File: src/rtl/hazard_pkg.sv
// Shared types and constants for the pipeline hazard controller.
package hazard_pkg;

  // Width of the load-use stall counter (LOAD_LAT is 1..7)
  localparam int unsigned CNT_W = 3;

  typedef enum logic [1:0] {
    RUN     = 2'd0,
    LDSTALL = 2'd1,
    MEMWAIT = 2'd2
  } haz_state_e;

  localparam logic [1:0] FWD_RF  = 2'b00;
  localparam logic [1:0] FWD_MEM = 2'b01;
  localparam logic [1:0] FWD_WB  = 2'b10;

  // Why the front of the pipe is being squashed this cycle
  typedef enum logic [1:0] {
    FLUSH_NONE   = 2'd0,
    FLUSH_BRANCH = 2'd1,
    FLUSH_JUMP   = 2'd2,
    FLUSH_IRQ    = 2'd3
  } flush_cause_e;

endpackage

File: src/rtl/pipe_hazard_ctrl_if.sv
// Pipeline <-> hazard controller bundle. Optional perf counters with HAZ_PERF_EN.
interface pipe_hazard_ctrl_if #(
  parameter int unsigned REG_AW = 5,
  parameter int unsigned PC_W   = 32
`ifdef HAZ_PERF_EN
  , parameter int unsigned PERF_W = 32
`endif
);
  logic              id_valid;
  logic [REG_AW-1:0] id_rs, id_rt;
  logic              id_uses_rs, id_uses_rt;
  logic              id_jump;
  logic [PC_W-1:0]   id_pc;
  logic              ex_memread, ex_regwrite;
  logic [REG_AW-1:0] ex_rd;
  logic              ex_branch_taken;
  logic              mem_regwrite;
  logic [REG_AW-1:0] mem_rd;
  logic              wb_regwrite;
  logic [REG_AW-1:0] wb_rd;
  logic              mem_busy;
  logic              irq;
  logic              eret;

  logic              pc_write, if_id_write;
  logic              id_ex_hold, ex_mem_hold;
  logic              id_ex_bubble;
  logic              if_id_flush, id_ex_flush;
  logic [1:0]        fwd_a, fwd_b;
  logic              take_irq;
  logic [PC_W-1:0]   epc;
  logic              in_handler;
`ifdef HAZ_PERF_EN
  logic [PERF_W-1:0] stall_cycles, flush_cycles, irq_count;
`endif

  // Pipeline side
  modport master (
    output id_valid, id_rs, id_rt, id_uses_rs, id_uses_rt, id_jump, id_pc,
           ex_memread, ex_regwrite, ex_rd, ex_branch_taken,
           mem_regwrite, mem_rd, wb_regwrite, wb_rd, mem_busy, irq, eret,
    input  pc_write, if_id_write, id_ex_hold, ex_mem_hold, id_ex_bubble,
           if_id_flush, id_ex_flush, fwd_a, fwd_b, take_irq, epc, in_handler
`ifdef HAZ_PERF_EN
    , input stall_cycles, flush_cycles, irq_count
`endif
  );

  // Hazard controller side
  modport slave (
    input  id_valid, id_rs, id_rt, id_uses_rs, id_uses_rt, id_jump, id_pc,
           ex_memread, ex_regwrite, ex_rd, ex_branch_taken,
           mem_regwrite, mem_rd, wb_regwrite, wb_rd, mem_busy, irq, eret,
    output pc_write, if_id_write, id_ex_hold, ex_mem_hold, id_ex_bubble,
           if_id_flush, id_ex_flush, fwd_a, fwd_b, take_irq, epc, in_handler
`ifdef HAZ_PERF_EN
    , output stall_cycles, flush_cycles, irq_count
`endif
  );
endinterface

File: src/rtl/pipe_hazard_ctrl_fwd_select.sv
// Operand forward select for one ID source register; EX/MEM beats MEM/WB.
module fwd_select
  import hazard_pkg::*;
#(
  parameter int unsigned REG_AW = 5
) (
  input  logic [REG_AW-1:0] src,
  input  logic              mem_we,
  input  logic [REG_AW-1:0] mem_rd,
  input  logic              wb_we,
  input  logic [REG_AW-1:0] wb_rd,
  output logic [1:0]        sel
);
  // Youngest matching producer wins; $zero never forwards
  always_comb begin
    sel = FWD_RF;
    if (mem_we && (mem_rd != '0) && (mem_rd == src)) begin
      sel = FWD_MEM;
    end else if (wb_we && (wb_rd != '0) && (wb_rd == src)) begin
      sel = FWD_WB;
    end
  end
endmodule

File: src/rtl/pipe_hazard_ctrl.sv
// Hazard, forwarding and IRQ-entry controller for the 5-stage pipeline.
// Optional macro HAZ_PERF_EN adds saturating stall/flush/irq perf counters.
module pipe_hazard_ctrl
  import hazard_pkg::*;
#(
  parameter int unsigned REG_AW   = 5,
  parameter int unsigned PC_W     = 32,
  parameter int unsigned LOAD_LAT = 1
`ifdef HAZ_PERF_EN
  , parameter int unsigned PERF_W = 32
`endif
) (
  input  logic clk,
  input  logic reset,
  pipe_hazard_ctrl_if.slave hz
);
  localparam logic [CNT_W-1:0] LAT_M1 = CNT_W'(LOAD_LAT - 1);

  haz_state_e       state_q, state_d, eff_state;
  logic [CNT_W-1:0] cnt_q, cnt_d;
  logic [PC_W-1:0]  epc_q, epc_d;
  logic             in_handler_q, in_handler_d;
  logic             irq_pend_q, irq_pend_d;

  logic             lu_hit, busy_c, br_c, stall_c, jump_c, take_c;
  logic             pc_write_c, if_id_write_c, id_ex_hold_c, ex_mem_hold_c;
  logic             id_ex_bubble_c, if_id_flush_c, id_ex_flush_c;
  flush_cause_e     cause_c;
  logic [1:0]       sel_a, sel_b;

  fwd_select #(.REG_AW(REG_AW)) u_fwd_a (
    .src(hz.id_rs), .mem_we(hz.mem_regwrite), .mem_rd(hz.mem_rd),
    .wb_we(hz.wb_regwrite), .wb_rd(hz.wb_rd), .sel(sel_a)
  );
  fwd_select #(.REG_AW(REG_AW)) u_fwd_b (
    .src(hz.id_rt), .mem_we(hz.mem_regwrite), .mem_rd(hz.mem_rd),
    .wb_we(hz.wb_regwrite), .wb_rd(hz.wb_rd), .sel(sel_b)
  );

  // MEMWAIT resumes whatever it interrupted: an unfinished load stall or RUN
  assign eff_state = (state_q == MEMWAIT) ? ((cnt_q != '0) ? LDSTALL : RUN) : state_q;

  assign lu_hit = hz.ex_memread && (hz.ex_rd != '0) &&
                  ((hz.id_uses_rs && (hz.ex_rd == hz.id_rs)) ||
                   (hz.id_uses_rt && (hz.ex_rd == hz.id_rt)));

  // Priority chain: mem wait > branch > load-use > jump > irq entry
  assign busy_c  = reset && hz.mem_busy;
  assign br_c    = reset && !hz.mem_busy && hz.ex_branch_taken;
  assign stall_c = reset && !hz.mem_busy && !hz.ex_branch_taken &&
                   ((eff_state == LDSTALL) || lu_hit);
  assign jump_c  = reset && !hz.mem_busy && !hz.ex_branch_taken && !stall_c && hz.id_jump;
  assign take_c  = reset && !hz.mem_busy && !hz.ex_branch_taken && !stall_c && !hz.id_jump &&
                   (eff_state == RUN) && irq_pend_q && hz.id_valid;

  // State register
  always_ff @(posedge clk) begin
    if (!reset) begin
      state_q      <= RUN;
      cnt_q        <= '0;
      epc_q        <= '0;
      in_handler_q <= 1'b0;
      irq_pend_q   <= 1'b0;
    end else begin
      state_q      <= state_d;
      cnt_q        <= cnt_d;
      epc_q        <= epc_d;
      in_handler_q <= in_handler_d;
      irq_pend_q   <= irq_pend_d;
    end
  end

  // Next state, stall counter and IRQ bookkeeping
  always_comb begin
    state_d      = state_q;
    cnt_d        = cnt_q;
    epc_d        = epc_q;
    in_handler_d = in_handler_q;
    irq_pend_d   = irq_pend_q;
    if (hz.irq && !in_handler_q) irq_pend_d = 1'b1;
    if (hz.eret && in_handler_q) in_handler_d = 1'b0;
    if (busy_c) begin
      state_d = MEMWAIT;
    end else if (br_c) begin
      state_d = RUN;
      cnt_d   = '0;
    end else if (stall_c) begin
      if (eff_state == LDSTALL) begin
        cnt_d   = cnt_q - CNT_W'(1);
        state_d = (cnt_q == CNT_W'(1)) ? RUN : LDSTALL;
      end else begin
        cnt_d   = LAT_M1;
        state_d = (LAT_M1 != '0) ? LDSTALL : RUN;
      end
    end else begin
      state_d = RUN;
    end
    if (take_c) begin
      epc_d        = hz.id_pc;
      irq_pend_d   = 1'b0;
      in_handler_d = 1'b1;
    end
  end

  // Pipeline enables, holds and flushes for this cycle
  always_comb begin
    pc_write_c     = 1'b1;
    if_id_write_c  = 1'b1;
    id_ex_hold_c   = 1'b0;
    ex_mem_hold_c  = 1'b0;
    id_ex_bubble_c = 1'b0;
    cause_c        = FLUSH_NONE;
    if (busy_c) begin
      pc_write_c    = 1'b0;
      if_id_write_c = 1'b0;
      id_ex_hold_c  = 1'b1;
      ex_mem_hold_c = 1'b1;
    end else if (br_c) begin
      cause_c = FLUSH_BRANCH;
    end else if (stall_c) begin
      pc_write_c     = 1'b0;
      if_id_write_c  = 1'b0;
      id_ex_bubble_c = 1'b1;
    end else if (jump_c) begin
      cause_c = FLUSH_JUMP;
    end else if (take_c) begin
      cause_c = FLUSH_IRQ;
    end
    if_id_flush_c = (cause_c != FLUSH_NONE);
    id_ex_flush_c = (cause_c == FLUSH_BRANCH) || (cause_c == FLUSH_IRQ);
  end

  assign hz.pc_write     = pc_write_c;
  assign hz.if_id_write  = if_id_write_c;
  assign hz.id_ex_hold   = id_ex_hold_c;
  assign hz.ex_mem_hold  = ex_mem_hold_c;
  assign hz.id_ex_bubble = id_ex_bubble_c;
  assign hz.if_id_flush  = if_id_flush_c;
  assign hz.id_ex_flush  = id_ex_flush_c;
  assign hz.fwd_a        = reset ? sel_a : FWD_RF;
  assign hz.fwd_b        = reset ? sel_b : FWD_RF;
  assign hz.take_irq     = take_c;
  assign hz.epc          = epc_q;
  assign hz.in_handler   = in_handler_q;

`ifdef HAZ_PERF_EN
  logic [PERF_W-1:0] stall_cycles_q, stall_cycles_d;
  logic [PERF_W-1:0] flush_cycles_q, flush_cycles_d;
  logic [PERF_W-1:0] irq_count_q, irq_count_d;

  // Saturating event counters
  always_comb begin
    stall_cycles_d = stall_cycles_q;
    flush_cycles_d = flush_cycles_q;
    irq_count_d    = irq_count_q;
    if (!pc_write_c && (stall_cycles_q != '1)) stall_cycles_d = stall_cycles_q + PERF_W'(1);
    if ((if_id_flush_c || id_ex_flush_c) && (flush_cycles_q != '1))
      flush_cycles_d = flush_cycles_q + PERF_W'(1);
    if (take_c && (irq_count_q != '1)) irq_count_d = irq_count_q + PERF_W'(1);
  end

  // Perf counter registers
  always_ff @(posedge clk) begin
    if (!reset) begin
      stall_cycles_q <= '0;
      flush_cycles_q <= '0;
      irq_count_q    <= '0;
    end else begin
      stall_cycles_q <= stall_cycles_d;
      flush_cycles_q <= flush_cycles_d;
      irq_count_q    <= irq_count_d;
    end
  end

  assign hz.stall_cycles = stall_cycles_q;
  assign hz.flush_cycles = flush_cycles_q;
  assign hz.irq_count    = irq_count_q;
`endif
endmodule

File: src/flat_wrapper.sv
// flat-port wrapper written by rule: the top's interface ports become plain ports
module pipe_hazard_ctrl_flat import hazard_pkg::*;
#(
  parameter int unsigned REG_AW   = 5,
  parameter int unsigned PC_W     = 32,
  parameter int unsigned LOAD_LAT = 1

)
  (clk, reset, hz_id_valid, hz_id_rs, hz_id_rt, hz_id_uses_rs, hz_id_uses_rt, hz_id_jump, hz_id_pc, hz_ex_memread, hz_ex_regwrite, hz_ex_rd, hz_ex_branch_taken, hz_mem_regwrite, hz_mem_rd, hz_wb_regwrite, hz_wb_rd, hz_mem_busy, hz_irq, hz_eret, hz_pc_write, hz_if_id_write, hz_id_ex_hold, hz_ex_mem_hold, hz_id_ex_bubble, hz_if_id_flush, hz_id_ex_flush, hz_fwd_a, hz_fwd_b, hz_take_irq, hz_epc, hz_in_handler);
  pipe_hazard_ctrl_if #(.REG_AW(REG_AW), .PC_W(PC_W)) hz_i ();
  input  logic clk;
  input  logic reset;
  input wire logic [$bits(hz_i.id_valid)-1:0] hz_id_valid;
  input wire logic [$bits(hz_i.id_rs)-1:0] hz_id_rs;
  input wire logic [$bits(hz_i.id_rt)-1:0] hz_id_rt;
  input wire logic [$bits(hz_i.id_uses_rs)-1:0] hz_id_uses_rs;
  input wire logic [$bits(hz_i.id_uses_rt)-1:0] hz_id_uses_rt;
  input wire logic [$bits(hz_i.id_jump)-1:0] hz_id_jump;
  input wire logic [$bits(hz_i.id_pc)-1:0] hz_id_pc;
  input wire logic [$bits(hz_i.ex_memread)-1:0] hz_ex_memread;
  input wire logic [$bits(hz_i.ex_regwrite)-1:0] hz_ex_regwrite;
  input wire logic [$bits(hz_i.ex_rd)-1:0] hz_ex_rd;
  input wire logic [$bits(hz_i.ex_branch_taken)-1:0] hz_ex_branch_taken;
  input wire logic [$bits(hz_i.mem_regwrite)-1:0] hz_mem_regwrite;
  input wire logic [$bits(hz_i.mem_rd)-1:0] hz_mem_rd;
  input wire logic [$bits(hz_i.wb_regwrite)-1:0] hz_wb_regwrite;
  input wire logic [$bits(hz_i.wb_rd)-1:0] hz_wb_rd;
  input wire logic [$bits(hz_i.mem_busy)-1:0] hz_mem_busy;
  input wire logic [$bits(hz_i.irq)-1:0] hz_irq;
  input wire logic [$bits(hz_i.eret)-1:0] hz_eret;
  output wire logic [$bits(hz_i.pc_write)-1:0] hz_pc_write;
  output wire logic [$bits(hz_i.if_id_write)-1:0] hz_if_id_write;
  output wire logic [$bits(hz_i.id_ex_hold)-1:0] hz_id_ex_hold;
  output wire logic [$bits(hz_i.ex_mem_hold)-1:0] hz_ex_mem_hold;
  output wire logic [$bits(hz_i.id_ex_bubble)-1:0] hz_id_ex_bubble;
  output wire logic [$bits(hz_i.if_id_flush)-1:0] hz_if_id_flush;
  output wire logic [$bits(hz_i.id_ex_flush)-1:0] hz_id_ex_flush;
  output wire logic [$bits(hz_i.fwd_a)-1:0] hz_fwd_a;
  output wire logic [$bits(hz_i.fwd_b)-1:0] hz_fwd_b;
  output wire logic [$bits(hz_i.take_irq)-1:0] hz_take_irq;
  output wire logic [$bits(hz_i.epc)-1:0] hz_epc;
  output wire logic [$bits(hz_i.in_handler)-1:0] hz_in_handler;
  assign hz_i.id_valid = hz_id_valid;
  assign hz_i.id_rs = hz_id_rs;
  assign hz_i.id_rt = hz_id_rt;
  assign hz_i.id_uses_rs = hz_id_uses_rs;
  assign hz_i.id_uses_rt = hz_id_uses_rt;
  assign hz_i.id_jump = hz_id_jump;
  assign hz_i.id_pc = hz_id_pc;
  assign hz_i.ex_memread = hz_ex_memread;
  assign hz_i.ex_regwrite = hz_ex_regwrite;
  assign hz_i.ex_rd = hz_ex_rd;
  assign hz_i.ex_branch_taken = hz_ex_branch_taken;
  assign hz_i.mem_regwrite = hz_mem_regwrite;
  assign hz_i.mem_rd = hz_mem_rd;
  assign hz_i.wb_regwrite = hz_wb_regwrite;
  assign hz_i.wb_rd = hz_wb_rd;
  assign hz_i.mem_busy = hz_mem_busy;
  assign hz_i.irq = hz_irq;
  assign hz_i.eret = hz_eret;
  assign hz_pc_write = hz_i.pc_write;
  assign hz_if_id_write = hz_i.if_id_write;
  assign hz_id_ex_hold = hz_i.id_ex_hold;
  assign hz_ex_mem_hold = hz_i.ex_mem_hold;
  assign hz_id_ex_bubble = hz_i.id_ex_bubble;
  assign hz_if_id_flush = hz_i.if_id_flush;
  assign hz_id_ex_flush = hz_i.id_ex_flush;
  assign hz_fwd_a = hz_i.fwd_a;
  assign hz_fwd_b = hz_i.fwd_b;
  assign hz_take_irq = hz_i.take_irq;
  assign hz_epc = hz_i.epc;
  assign hz_in_handler = hz_i.in_handler;
  pipe_hazard_ctrl #(.REG_AW(REG_AW), .PC_W(PC_W), .LOAD_LAT(LOAD_LAT)) u_core (.clk(clk), .reset(reset), .hz(hz_i));
endmodule
File: config.mk
export PLATFORM = sky130hd
export DESIGN_NAME = pipe_hazard_ctrl_flat
export DESIGN_NICKNAME = d
export VERILOG_FILES = /design/src/rtl/hazard_pkg.sv /design/src/rtl/pipe_hazard_ctrl_if.sv /design/src/rtl/pipe_hazard_ctrl_fwd_select.sv /design/src/rtl/pipe_hazard_ctrl.sv /design/src/flat_wrapper.sv
export SDC_FILE = /design/constraint.sdc
export NUM_CORES = 1
export LEC_CHECK = 0
export ABC_AREA = 1
export ABC_CLOCK_PERIOD_IN_PS = 2300
export BUFFER_PORTS_ARGS = -buffer_cell sky130_fd_sc_hd__buf_4
export CELL_PAD_IN_SITES_DETAIL_PLACEMENT = 2
export CELL_PAD_IN_SITES_GLOBAL_PLACEMENT = 2
export CORE_AREA = 5 5 103 115
export CTS_CLUSTER_SIZE = 16
export DETAILED_ROUTE_END_ITERATION = 12
export DIE_AREA = 0 0 108 120
export HOLD_SLACK_MARGIN = 0.02
export PLACE_DENSITY = 0.84
export RECOVER_POWER = 100
export SLEW_MARGIN = 25
export SYNTH_ARGS = -nofsm -noshare
export SYNTH_HDL_FRONTEND = slang
export SYNTH_SLANG_ARGS = --single-unit
export TNS_END_PERCENT = 20
File: constraint.sdc
create_clock -name clk -period 2.3 [get_ports clk]
set_input_delay 0.575 -clock clk [delete_from_list [all_inputs] [get_ports clk]]
set_output_delay 0.575 -clock clk [all_outputs]
set_load 0.05 [all_outputs]
==> results of run 1 <==
[registers in the layout, summed over array words and instances (netlist names)]
name                  cells
u_core.hz.in_handler      1
u_core.hz.epc            32
u_core.state_q            2
u_core.cnt_q              3
u_core.irq_pend_q         1
[what timing repair did]
item,in CTS,in global routing
gates resized for setup,20,11
endpoints found under the setup margin,8,10
buffers inserted,3,3
pin swaps,4,1
[cell type report]
type                            instances  area [um2]  area share (%)
Multi-Input combinational cell        256        1260            36.0
Timing Repair Buffer                  126         862            24.6
Sequential cell                        39         783            22.3
Inverter                               68         255            7.28
Tap cell                              147         184            5.24
Clock buffer                            7         153            4.35
Clock inverter                          1        7.51           0.214
[critical path, delay by kind of cell (launching register included)]
family | cells | cell delay, ns
simple gates | 2 | 0.24
compound gates | 2 | 0.32
flops | 1 | 0.34
fa+ha+maj | 2 | 0.31
buf+inv | 2 | 0.21
[worst min-delay path by stage]
stage,start,to,slack [ns],cells past startpoint
after floorplan,u_core.cnt_q[1]$_SDFFE_PN0P_,u_core.cnt_q[1]$_SDFFE_PN0P_,0.45,2
after global placement,u_core.cnt_q[2]$_SDFFE_PN0P_,u_core.cnt_q[2]$_SDFFE_PN0P_,0.47,2
after detailed placement,u_core.cnt_q[1]$_SDFFE_PN0P_,u_core.cnt_q[1]$_SDFFE_PN0P_,0.48,2
after CTS,u_core.cnt_q[1]$_SDFFE_PN0P_,u_core.cnt_q[1]$_SDFFE_PN0P_,0.50,2
after global routing,hz_id_pc[1],u_core.hz.epc[1]$_SDFFE_PN0P_,0.52,3
final,u_core.cnt_q[1]$_SDFFE_PN0P_,u_core.cnt_q[1]$_SDFFE_PN0P_,0.50,2
[routing by layer]
| layer | vias up | GRT usage, % | wire length (um) |
|---|---|---|---|
| met3 | 6 | 2.47 | 340 |
| met4 | 0 | 2.92 | 67 |
| li1 | 1351 | - | - |
| met5 | - | 0 | 0 |
| met1 | 1325 | 15.0 | 3510 |
| met2 | 54 | 28.3 | 5340 |
[power groups by stage]
| stage | clock, mW | combinational [mW] | sequential (mW) |
|---|---|---|---|
| floorplan | 0 | 0.151 | 0.725 |
| global placement | 0 | 0.330 | 0.707 |
| detailed placement | 0 | 0.344 | 0.707 |
| CTS | 0.787 | 0.369 | 0.692 |
| global route | 0.808 | 0.405 | 0.693 |
| finish | 0.743 | 0.369 | 0.692 |
[through the flow]
| step | setup WS (ns) | hold slack [ns] |
|---|---|---|
| detailed placement | -0.0606 | 0.481 |
| floorplan | -0.125 | 0.452 |
| global placement | -0.00315 | 0.465 |
| finish | 0.0187 | 0.496 |
| global route | -0.0679 | 0.516 |
| CTS | -0.0134 | 0.496 |
[Yosys cell counts, drive strengths merged]
| cell | instances | share of area, % |
|---|---|---|
| xor2 | 5 | 1.9 |
| buf | 12 | 3.3 |
| a211oi | 1 | 0.33 |
| o21ai | 5 | 1.3 |
| nor3 | 1 | 0.22 |
| clkbuf | 1 | 0.17 |
| a21oi | 9 | 2.0 |
| xnor2 | 7 | 2.7 |
| nand4 | 3 | 1.5 |
| nor4 | 4 | 1.4 |
| inv | 68 | 11 |
| dfxtp | 39 | 34 |
| o2111ai | 2 | 0.77 |
| o22ai | 3 | 0.83 |
| nor2 | 87 | 15 |
| or2 | 2 | 0.55 |
| nand2 | 114 | 19 |
| nand3 | 10 | 2.2 |
| ha | 3 | 1.7 |
[cell families after synthesis]
| family | count (synthesis) | synth area share [%] |
|---|---|---|
| buffers and inverters | 81 | 14.7 |
| xor gates and xnor gates | 12 | 4.63 |
| and+or+nand+nor | 221 | 39.5 |
| DFF | 39 | 34.4 |
| AOI/OAI and AO/OA | 20 | 5.18 |
| adders and majority gates | 3 | 1.65 |
==> results.toml, run 1 <==
[cts]
cts.sink_count = 39
hold_buffers = 0
clkTransAtPathRegs_ns = 0.06
clk-insertion-delay-late_ns = 0.28
cts_buffers = 5
root_buffer = "clkbuf_16"
cts_tree = "yes"
h-tree-depth = 2
cts.path.max_buffers = 2

[timing]
rsz0062_at_grt = "yes"
slew_viol_final = 0
max_freq_ghz = 0.438
setup_viol_count_final = 0
finClkSkew_ns = 0.00710
post-route-period-util_pct = 99.2
slew-limit-headroom_pct = 56.8
tns_ns = 0
worstMarginPinSlew_ns = 0.650
hold_viol_final = 0
period_minus_slack_ns = 2.28

[power]
pwr-share-clk_pct = 41.2
comb_power_share_pct = 20.5
vdd_drop_max_v = 0.000246
pwr-share-seq_pct = 38.4
p_leak_nw = 1.84
power.total_mw = 1.80
swShare_pct = 27.4
intPower_mw = 1.31
switchingPower_mw = 0.494
power_density_nw_per_um2 = 514

[finish]
drive_above_1_share_pct = 26.8
layout_commonest_cell = "nand2_1"
syn_to_final_growth_pct = 54.4
diodes = 0
nets = 570
stdcell_count = 644
fillCellCount = 1328
fin_area_um2 = 3510
final_cell_mix = "112 x nand2_1, 85 x nor2_1, 78 x buf_4"
utilization_pct = 33.1

[synthesis]
synth_seq_cells = 39
avgSynthCellArea_um2 = 6.04
ys_seq_area_share_pct = 34.4
syn_inst = 376
syn-num-nets = 450
ys_warn_count = 0
ys_types = 29
synth_area_um2 = 2270

[run]
max_cap_viol_count = 0

[die]
die_area_um2 = 13000
die_w_um = 108
num_rows = 40
die_h_um = 120
initial_core_util_pct = 21.4
fp.coreArea_um2 = 10600
num_io_pins = 116

[worst_setup_path]
rr_endpoint = "u_core.hz.epc[7]$_SDFFE_PN0P_"
crit_chain = "inv_2, ha_4, ha_4, o21ai_4, o21ai_4, nand4_4, nand3_2, buf_6"
required_ns = 1.73
ff2ff_setup_slack_ns = 0.14
critPathCapture = "hz_if_id_flush"
start_kind = "flip-flop"
worstSetupPathType = "reg2out"
r2r_start = "u_core.cnt_q[1]$_SDFFE_PN0P_"
cp-end-kind = "output port"
r2r_cells = 12
cp.arrival_ns = 1.71
cp_slowest_cell = "dfxtp_2"
startpoint = "u_core.cnt_q[1]$_SDFFE_PN0P_"
crit_path_max_incr_delay_ns = 0.34
critPathMaxFanout = 4

[route]
first_pass_iters = 4
ant_nets = 0
drt_first_iter_violations = 46
vias_per_cell = 4.25
drt-total-wl_mm = 9.26
drc = 0
route.vias.total = 2736
wl_per_cell_um = 14.4

[placed_design]
port_buffers = 114
place_congestion = 0.851
post-dp-hpwl_mm = 7.42
place_inst = 630
postPlaceCellArea_um2 = 3310

[global_route]
grt_pass1_wl_mm = 14.7
grt_max_degree = 37
antenna_found_initial = 0
grt_overflow = 0
grtUsageTotal_pct = 14.1
grt_pass1_vias = 3079

[worst_hold_path]
worstHoldPathType = "reg2reg"

[outcome]
status = "completed"
(Power assumes the default switching activity.)
==> run 2, diff against run 1 <==
--- a/config.mk
+++ b/config.mk
@@ -10,12 +10,12 @@
 export BUFFER_PORTS_ARGS = -buffer_cell sky130_fd_sc_hd__buf_4
 export CELL_PAD_IN_SITES_DETAIL_PLACEMENT = 2
 export CELL_PAD_IN_SITES_GLOBAL_PLACEMENT = 2
-export CORE_AREA = 5 5 103 115
+export CORE_AREA = 5 5 108 110
 export CTS_CLUSTER_SIZE = 16
 export DETAILED_ROUTE_END_ITERATION = 12
-export DIE_AREA = 0 0 108 120
+export DIE_AREA = 0 0 113 115
 export HOLD_SLACK_MARGIN = 0.02
-export PLACE_DENSITY = 0.84
+export PLACE_DENSITY = 0.83
 export RECOVER_POWER = 100
 export SLEW_MARGIN = 25
 export SYNTH_ARGS = -nofsm -noshare
==> results.toml, run 2 (synthesized netlist as in run 1, its figures left out) <==
[timing]
finClkSkew_ns = 0.00790
hold_viol_final = 0
post-route-period-util_pct = 100
setup_viol_count_final = 1
period_minus_slack_ns = 2.30
slew-limit-headroom_pct = 57.1
fin_hold_ws_ns = 0.504
rsz0062_at_grt = "yes"
max_freq_ghz = 0.435
worstMarginPinSlew_ns = 0.643
slew_viol_final = 0
setup_slack_ns = -0.00112

[route]
drc = 0
vias_per_cell = 4.15
drt_first_iter_violations = 50
ant_nets = 0
drt-total-wl_mm = 9.05
route.vias.total = 2630
first_pass_iters = 4
wl_per_cell_um = 14.3

[outcome]
violations = "setup timing"
status = "finished with violations"

[worst_setup_path]
cp-end-kind = "output port"
required_ns = 1.73
cp_num_buf_inv = 2
cp.arrival_ns = 1.73
start_kind = "flip-flop"
critPathMaxFanout = 5
cp_slowest_cell = "dfxtp_2"
cp_top_family = "compound AO/OA/AOI/OAI gates"
worstSetupPathType = "reg2out"
crit_chain = "inv_2, ha_4, ha_4, o21ai_4, o21ai_4, a21oi_4, nor2_4, buf_6"
crit_path_max_incr_delay_ns = 0.34

[cts]
clk-insertion-delay-late_ns = 0.29
cts.sink_count = 39
cts.path.max_buffers = 2
clkTransAtPathRegs_ns = 0.08
root_buffer = "clkbuf_8"
cts_tree = "yes"
hold_buffers = 0
cts_buffers = 5
h-tree-depth = 2

[global_route]
grtUsageTotal_pct = 13.8
antenna_found_initial = 0
grt_pass1_vias = 3029
grt_pass1_wl_mm = 14.5
grt_overflow = 0
grt_max_degree = 61

[die]
num_rows = 38
die_h_um = 115
fp.coreArea_um2 = 10600
num_io_pins = 116
die_area_um2 = 13000
die_w_um = 113
initial_core_util_pct = 21.4

[worst_hold_path]
worstHoldPathType = "in2reg"

[finish]
largest_register_ffs = 32
syn_to_final_growth_pct = 48.0
layout_commonest_cell = "nand2_1"
final_cell_mix = "113 x nand2_1, 85 x nor2_1, 81 x buf_4"
drive_above_1_share_pct = 25.2
nets = 566
diodes = 0
utilization_pct = 31.7

[placed_design]
place_congestion = 0.874
port_buffers = 114
post-dp-hpwl_mm = 7.44

[power]
power_density_nw_per_um2 = 448
vdd_drop_max_v = 0.000212
p_leak_nw = 1.78

[run]
max_cap_viol_count = 0
-- run 2: final timing paths --
path,end,slack [ns],startpoint,cells after the start
min reg2reg,u_core.cnt_q[1]$_SDFFE_PN0P_,0.51,u_core.cnt_q[1]$_SDFFE_PN0P_,2
max,hz_if_id_write,-0.001,u_core.cnt_q[1]$_SDFFE_PN0P_,8
max reg2reg,u_core.hz.epc[4]$_SDFFE_PN0P_,0.20,u_core.cnt_q[1]$_SDFFE_PN0P_,10
min,u_core.hz.epc[17]$_SDFFE_PN0P_,0.50,hz_id_pc[17],3
-- run 2: power by group --
group	leakage, nW	switching (mW)	internal, mW
logic	1.42	0.202	0.158
registers	0.316	0.00549	0.686
clock network	0.0422	0.241	0.213
total	1.78	0.448	1.06
-- run 2: cell type report --
class                      instances  area [um2]
inverter                          68         255
sequential                        39         783
timing repair buffer             122         815
clock inverter                     1        5.00
tap                              140         175
multi-input combinational        256        1250
fill                            1318        7240
clock buffer                       7        76.3
-- run 2: layer usage --
layer | wire length, um | share of wire, % | track usage, % | up-vias
met5 | 0 | 0 | 0 | -
met3 | 240 | 2.7 | 1.84 | 2
met4 | 38 | 0.42 | 2.56 | 0
li1 | - | - | - | 1338
met2 | 5210 | 58 | 28.9 | 38
met1 | 3560 | 39 | 14.4 | 1252
-- run 2: timing repair --
| action | CTS | global route |
|---|---|---|
| setup endpoints to repair | 7 | 9 |
| resized for setup | 20 | 2 |
| endpoints found under the hold margin | 0 | 0 |
| pin swaps | 3 | 2 |
| setup buffers | 2 | 0 |
-- run 2: per-stage QoR --
| step | setup TNS [ns] | worst slack, ns | power [mW] | area [um2] | cells |
|---|---|---|---|---|---|
| 2_1_floorplan | -0.316 | -0.125 | 0.876 | 2300 | 376 |
| 3_3_place_gp | -0.0214 | -0.00999 | 1.04 | 3300 | 623 |
| 3_5_place_dp | -0.901 | -0.0509 | 1.05 | 3300 | 623 |
| 4_1_cts | -0.0897 | -0.0382 | 1.54 | 3480 | 633 |
| 5_1_grt | -0.548 | -0.0944 | 1.59 | 3360 | 633 |
| 6_report | -0.00112 | -0.00112 | 1.51 | 3360 | 633 |
-- run 2: worst reg2reg max path, delay by kind of cell (launching register included) --
kind	cells	cell delay (ns)
buffers and inverters	2	0.64
adder cells (fa/ha/maj)	2	0.31
flip-flops	1	0.34
AO/OA/AOI/OAI	2	0.31
AND/OR/NAND/NOR	4	0.39
